## config.mk

```make
export PLATFORM = sky130hd
export DESIGN_NAME = rst_sequencer_flat
export DESIGN_NICKNAME = d
export VERILOG_FILES = /design/src/rtl/rst_seq_pkg.sv /design/src/rtl/rst_seq_if.sv /design/src/rtl/sync_bit.sv /design/src/rtl/rst_sequencer.sv /design/src/flat_wrapper.sv
export SDC_FILE = /design/constraint.sdc
export NUM_CORES = 1
export LEC_CHECK = 0
export CAP_MARGIN = 20
export CORE_AREA = 2 2 62 64
export CTS_CLUSTER_DIAMETER = 60
export CTS_CLUSTER_SIZE = 12
export DETAILED_ROUTE_END_ITERATION = 8
export DIE_AREA = 0 0 64 66
export PLACE_DENSITY = 0.7
export SYNTH_ARGS = -nofsm -noshare
export SYNTH_HDL_FRONTEND = slang
export SYNTH_HIERARCHICAL = 1
export SYNTH_SLANG_ARGS = --single-unit
```

## constraint.sdc

```tcl
create_clock -name clk -period 1.9 [get_ports clk]
set_input_delay 0.19 -clock clk [delete_from_list [all_inputs] [get_ports clk]]
set_output_delay 0.19 -clock clk [all_outputs]
set_load 0.1 [all_outputs]
```

## src/rtl/rst_seq_pkg.sv

```systemverilog
// Shared types and constants for the PLL reset sequencer.
// Pulls in state encoding, reset-cause codes and counter sizing.
package rst_seq_pkg;

  typedef enum logic [2:0] {
    PLLRST,
    WAITLOCK,
    STABLE,
    RUN,
    HOLD
  } state_t;

  localparam logic [1:0] CAUSE_EXT      = 2'd0;
  localparam logic [1:0] CAUSE_LOCKLOSS = 2'd1;
  localparam logic [1:0] CAUSE_TIMEOUT  = 2'd2;
  localparam logic [1:0] CAUSE_SOFT     = 2'd3;

  function automatic int cnt_width(
    input int a,
    input int b,
    input int c,
    input int d
  );
    int m;
    m = a;
    if (b > m) m = b;
    if (c > m) m = c;
    if (d > m) m = d;
    return $clog2(m);
  endfunction

endpackage

```

## src/rtl/rst_seq_if.sv

```systemverilog
// PLL / system-reset bundle between the sequencer and its surroundings.
// master is the sequencer side, slave the PLL/system side.
interface rst_seq_if;

  logic       pll_locked;
  logic       sw_rst_req;
  logic       pll_rst;
  logic       sys_rst;
  logic       ready;
  logic [1:0] cause;
  logic [7:0] lock_loss_cnt;

  modport master (
    input  pll_locked,
    input  sw_rst_req,
    output pll_rst,
    output sys_rst,
    output ready,
    output cause,
    output lock_loss_cnt
  );

  modport slave (
    output pll_locked,
    output sw_rst_req,
    input  pll_rst,
    input  sys_rst,
    input  ready,
    input  cause,
    input  lock_loss_cnt
  );

endinterface

```

## src/rtl/sync_bit.sv

```systemverilog
// Multi-flop single-bit synchroniser into the clk domain.
// Reusable; the flop chain is tagged for placement as a sync chain.
module sync_bit #(
  parameter int STAGES = 2
) (
  input  logic clk,
  input  logic rst,
  input  logic d,
  output logic q
);

  (* ASYNC_REG = "TRUE" *)
  logic [STAGES-1:0] ff;

  always_ff @(posedge clk) begin
    if (rst) ff <= '0;
    else     ff <= {ff[STAGES-2:0], d};
  end

  assign q = ff[STAGES-1];

endmodule

```

## src/rtl/rst_sequencer.sv

```systemverilog
// PLL reset and system reset sequencer on the free-running board clock.
// Re-resets the PLL on timeout or lock loss; supports soft system reset.
module rst_sequencer
  import rst_seq_pkg::*;
#(
  parameter int PLL_RST_CYC  = 16,
  parameter int LOCK_TIMEOUT = 100000,
  parameter int STABLE_CYC   = 1024,
  parameter int HOLD_CYC     = 64,
  parameter int SYNC_STAGES  = 2
) (
  input logic       clk,
  input logic       rst,
  rst_seq_if.master bus
);

  localparam int CW = cnt_width(
    PLL_RST_CYC, LOCK_TIMEOUT, STABLE_CYC, HOLD_CYC);

  localparam logic [CW-1:0] PLL_LAST  = CW'(PLL_RST_CYC - 1);
  localparam logic [CW-1:0] TO_LAST   = CW'(LOCK_TIMEOUT - 1);
  localparam logic [CW-1:0] STB_LAST  = CW'(STABLE_CYC - 1);
  localparam logic [CW-1:0] HOLD_LAST = CW'(HOLD_CYC - 1);

  logic          locked_s;
  state_t        state;
  state_t        state_n;
  logic [CW-1:0] cnt;
  logic          pll_rst_q;
  logic          sys_rst_q;
  logic          ready_q;
  logic [1:0]    cause_q;
  logic [1:0]    cause_n;
  logic [7:0]    llc_q;
  logic [7:0]    llc_n;

  sync_bit #(
    .STAGES(SYNC_STAGES)
  ) u_sync (
    .clk(clk),
    .rst(rst),
    .d  (bus.pll_locked),
    .q  (locked_s)
  );

  always_comb begin
    state_n = state;
    cause_n = cause_q;
    llc_n   = llc_q;
    unique case (state)
      PLLRST: begin
        if (cnt == PLL_LAST) state_n = WAITLOCK;
      end
      WAITLOCK: begin
        if (locked_s) begin
          state_n = STABLE;
        end else if (cnt == TO_LAST) begin
          state_n = PLLRST;
          cause_n = CAUSE_TIMEOUT;
        end
      end
      STABLE: begin
        if (!locked_s) begin
          state_n = PLLRST;
          cause_n = CAUSE_LOCKLOSS;
        end else if (cnt == STB_LAST) begin
          state_n = RUN;
        end
      end
      RUN: begin
        // lock loss outranks a simultaneous soft request
        if (!locked_s) begin
          state_n = PLLRST;
          cause_n = CAUSE_LOCKLOSS;
          if (llc_q != 8'hFF) llc_n = llc_q + 8'd1;
        end else if (bus.sw_rst_req) begin
          state_n = HOLD;
          cause_n = CAUSE_SOFT;
        end
      end
      HOLD: begin
        if (!locked_s) begin
          state_n = PLLRST;
          cause_n = CAUSE_LOCKLOSS;
        end else if (cnt == HOLD_LAST) begin
          state_n = RUN;
        end
      end
      default: state_n = PLLRST;
    endcase
  end

  always_ff @(posedge clk) begin
    if (rst) begin
      state     <= PLLRST;
      cnt       <= '0;
      pll_rst_q <= 1'b1;
      sys_rst_q <= 1'b1;
      ready_q   <= 1'b0;
      cause_q   <= CAUSE_EXT;
      llc_q     <= '0;
    end else begin
      state     <= state_n;
      // RUN has no timed exit, so the counter idles there
      if (state_n != state || state_n == RUN) cnt <= '0;
      else                                    cnt <= cnt + 1'b1;
      pll_rst_q <= (state_n == PLLRST);
      sys_rst_q <= (state_n != RUN);
      ready_q   <= (state_n == RUN);
      cause_q   <= cause_n;
      llc_q     <= llc_n;
    end
  end

  assign bus.pll_rst       = pll_rst_q;
  assign bus.sys_rst       = sys_rst_q;
  assign bus.ready         = ready_q;
  assign bus.cause         = cause_q;
  assign bus.lock_loss_cnt = llc_q;

endmodule

```

## src/flat_wrapper.sv

```systemverilog
// flat-port wrapper written by rule: the top's interface ports become plain ports
module rst_sequencer_flat import rst_seq_pkg::*;
#(
  parameter int PLL_RST_CYC  = 16,
  parameter int LOCK_TIMEOUT = 100000,
  parameter int STABLE_CYC   = 1024,
  parameter int HOLD_CYC     = 64,
  parameter int SYNC_STAGES  = 2
)
  (clk, rst, bus_pll_locked, bus_sw_rst_req, bus_pll_rst, bus_sys_rst, bus_ready, bus_cause, bus_lock_loss_cnt);
  rst_seq_if bus_i ();
  input logic clk;
  input logic rst;
  input wire logic [$bits(bus_i.pll_locked)-1:0] bus_pll_locked;
  input wire logic [$bits(bus_i.sw_rst_req)-1:0] bus_sw_rst_req;
  output wire logic [$bits(bus_i.pll_rst)-1:0] bus_pll_rst;
  output wire logic [$bits(bus_i.sys_rst)-1:0] bus_sys_rst;
  output wire logic [$bits(bus_i.ready)-1:0] bus_ready;
  output wire logic [$bits(bus_i.cause)-1:0] bus_cause;
  output wire logic [$bits(bus_i.lock_loss_cnt)-1:0] bus_lock_loss_cnt;
  assign bus_i.pll_locked = bus_pll_locked;
  assign bus_i.sw_rst_req = bus_sw_rst_req;
  assign bus_pll_rst = bus_i.pll_rst;
  assign bus_sys_rst = bus_i.sys_rst;
  assign bus_ready = bus_i.ready;
  assign bus_cause = bus_i.cause;
  assign bus_lock_loss_cnt = bus_i.lock_loss_cnt;
  rst_sequencer #(.PLL_RST_CYC(PLL_RST_CYC), .LOCK_TIMEOUT(LOCK_TIMEOUT), .STABLE_CYC(STABLE_CYC), .HOLD_CYC(HOLD_CYC), .SYNC_STAGES(SYNC_STAGES)) u_core (.clk(clk), .rst(rst), .bus(bus_i));
endmodule
```

==> results of run 1 <==
flip-flops by register name (all words and copies together), names as in the netlist:
register / flops
u_core/bus.cause: 2
u_core/bus.lock_loss_cnt: 8
u_core/bus.pll_rst: 1
u_core/bus.ready: 1
u_core/bus.sys_rst: 1
u_core/cnt: 17
u_core/state: 3
u_core/u_sync/ff: 2
cells by family (layout without fill, tap and decap cells):
logic type / after synthesis / in the layout / share of synthesized area, %
xor+xnor: 21 / 21 / 10.8
compound gates: 21 / 21 / 9.96
mux: 2 / 2 / 1.17
simple gates: 104 / 104 / 33.2
buf+inv: 9 / 68 / 2.42
flops: 35 / 35 / 41.0
fa+ha+maj: 2 / 2 / 1.46
timing repair:
action	4_1_cts	5_1_grt
pin swaps	1	2
endpoints found under the setup margin	22	24
resized for setup	6	3
buffers inserted	2	5
hold buffers	0	0
power breakdown:
group | switching (mW) | internal (mW)
Clock | 0.246 | 0.311
Sequential | 0.00560 | 0.739
Combinational | 0.0328 | 0.0388
Total | 0.284 | 1.09
cell usage after synthesis, drive strengths merged, types with 3 or more instances:
master	n
a21oi	5
nand3	9
xnor2	10
nand4	9
inv	3
dfxtp	35
clkbuf	5
or4	5
xor2	11
nor2	23
nand4b	4
nor3	18
and2	3
nand2	13
and3	6
nor4	4
a31oi	6
o21ai	4
cell type report:
class                           count  share of cell area (%)
Clock buffer                        6                    2.15
Clock inverter                      2                    1.47
Inverter                            3                   0.472
Multi-Input combinational cell    150                    43.5
Sequential cell                    35                    30.2
Tap cell                           48                    2.52
Timing Repair Buffer               57                    19.6
path summary, 6_finish.rpt:
check,startpoint,to,slack [ns],cells after the start
setup reg to reg,u_core/cnt[14]$_SDFF_PP0_,u_core/cnt[15]$_SDFF_PP0_,-0.13,6
hold reg to reg,u_core/u_sync/ff[0]$_SDFF_PP0_,u_core/u_sync/ff[1]$_SDFF_PP0_,0.46,1
hold / removal,bus_pll_locked,u_core/u_sync/ff[0]$_SDFF_PP0_,0.39,2
setup / recovery,u_core/cnt[14]$_SDFF_PP0_,u_core/cnt[15]$_SDFF_PP0_,-0.13,6
routing by layer:
metal	global-route usage, %	routed length (µm)	part of all wire, %	vias to the layer above
met5	0	0	0	-
met4	8.70	53	1.3	0
met3	5.62	159	3.9	7
met2	35.0	2080	51	29
met1	24.8	1810	44	764
li1	-	-	-	815
==> metrics.yaml, run 1 <==
synthesis:
  synthTopCellsByArea: "dfxtp_1 (41%), xor2_1 (5.6%), nor3_1 (5.3%)"
  synth_top_area_share_pct: 41.0
  synth-edff-count: 0
  syn_area_mm2: 0.00171
  yosysSeqAreaShare_pct: 41.0
  synth_cell_type_count: 39
  ys_async_sr_fraction_pct: 0
  synth_top_area_cell: "dfxtp_1"
  synth.avg_cell_area_um2: 8.81
  synth_seq_cells: 35
  synth_fp_nets: 200
  ys.flop_type: "dfxtp_1"
  ys.warnings.count: 6
  syn_inst: 194
flow_run:
  cap_violations: 0
global_route:
  grt_overflow_total: 0
  antenna_found_initial: 0
  grt.total_usage_pct: 20.7
  grt_pass1_wl_um: 6750
  grt_max_degree: 18
  grt_pass1_vias: 1506
timing:
  fmaxAchievable_mhz: 492
  setup_viol: 23
  fin_crit_ns: 2.03
  setup_tns_ns: -2.00
  period_share_pct: 107
  rsz0062_at_grt: "true"
  hold_ws_ns: 0.387
  fin_ws_ns: -0.133
  finalHoldViolCount: 0
  max_slew.worst_pin.slew_ns: 0.434
  fin_skew_ns: 0.00657
  slew_headroom_pct: 70.8
  maxSlewViolCount: 0
layout:
  final_util_pct: 67.2
  final_common_cell: "buf_4"
  diodes: 0
  mostFrequentLayoutCells: "buf_4 (50), dfxtp_1 (23), nor2_1 (22)"
  drive_above_1_share_pct: 35.2
  instances_no_fill: 301
  regArea_um2: 721
  area_delta_synth_final_pct: 39.5
  fillers: 282
  multi_input_area_mm2: 0.00104
  final_area_mm2: 0.00238
  num-nets-final: 258
die:
  dieHeight_um: 66
  row_count: 22
  die_area_mm2: 0.00422
  die_w_um: 64
  core_area_mm2: 0.00355
  initial_core_util_pct: 48.1
  ios: 17
status:
  violations: "setup timing"
  outcome: "complete, but fails checks"
place:
  numPlacedInstances: 286
  dpl_cell_area_mm2: 0.00219
  port_buffers: 16
  place_ws_ns: -0.183
  hpwl_um: 2940
  gp_congestion: 0.833
clock_network:
  cts.htree.levels: 2
  clk_pin_slew_ns: 0.10
  cts.sinks: 35
  clock-root-buffer: "clkbuf_4"
  numCtsBuffers: 5
  clockBufferDepth: 2
  cts_tree: "done"
  clkLatencyLatePin_ns: 0.34
detailed_routing:
  first_iter_violations: 85
  dr.pass1.iters: 4
  viasPerCell: 5.37
  totalWireLength_um: 4110
  wire_per_inst_um: 13.7
  vias: 1615
  route.detailed.drc: 0
  final_antenna_net_count: 0
pwr:
  total_power_mw: 1.37
  ir_drop_uv: 343
  p_leak_nw: 0.915
  power_density_mw_per_mm2: 576
critical_path:
  cp-start-kind: "flip-flop"
  critPathBufInv: 1
  critPathMaxStageDelay_ns: 0.51
  crit_path_top_delay_cell: "or4_1"
  worstPathRequired_ns: 2.14
  end_kind: "flip-flop"
  critPathTopFamily: "simple AND/OR/NAND/NOR gates"
  path_cells: "or4_1 > or4_4 > a31o_4 > a31oi_4 > buf_12 > nor3_1"
  path_max_fanout: 10
  worst_ep_arrival_time_ns: 2.27
  critical_path_class: "flip-flop to flip-flop"
worst_hold_path:
  hold_class: "input pin to flip-flop"
(Power assumes the default switching activity.)
==> run 2: changes to the inputs <==
HOLD_SLACK_MARGIN = 0.03   (was default)
==> results of run 2 <==
No change in the layout: final DEF, timing and power equal those of run 1.
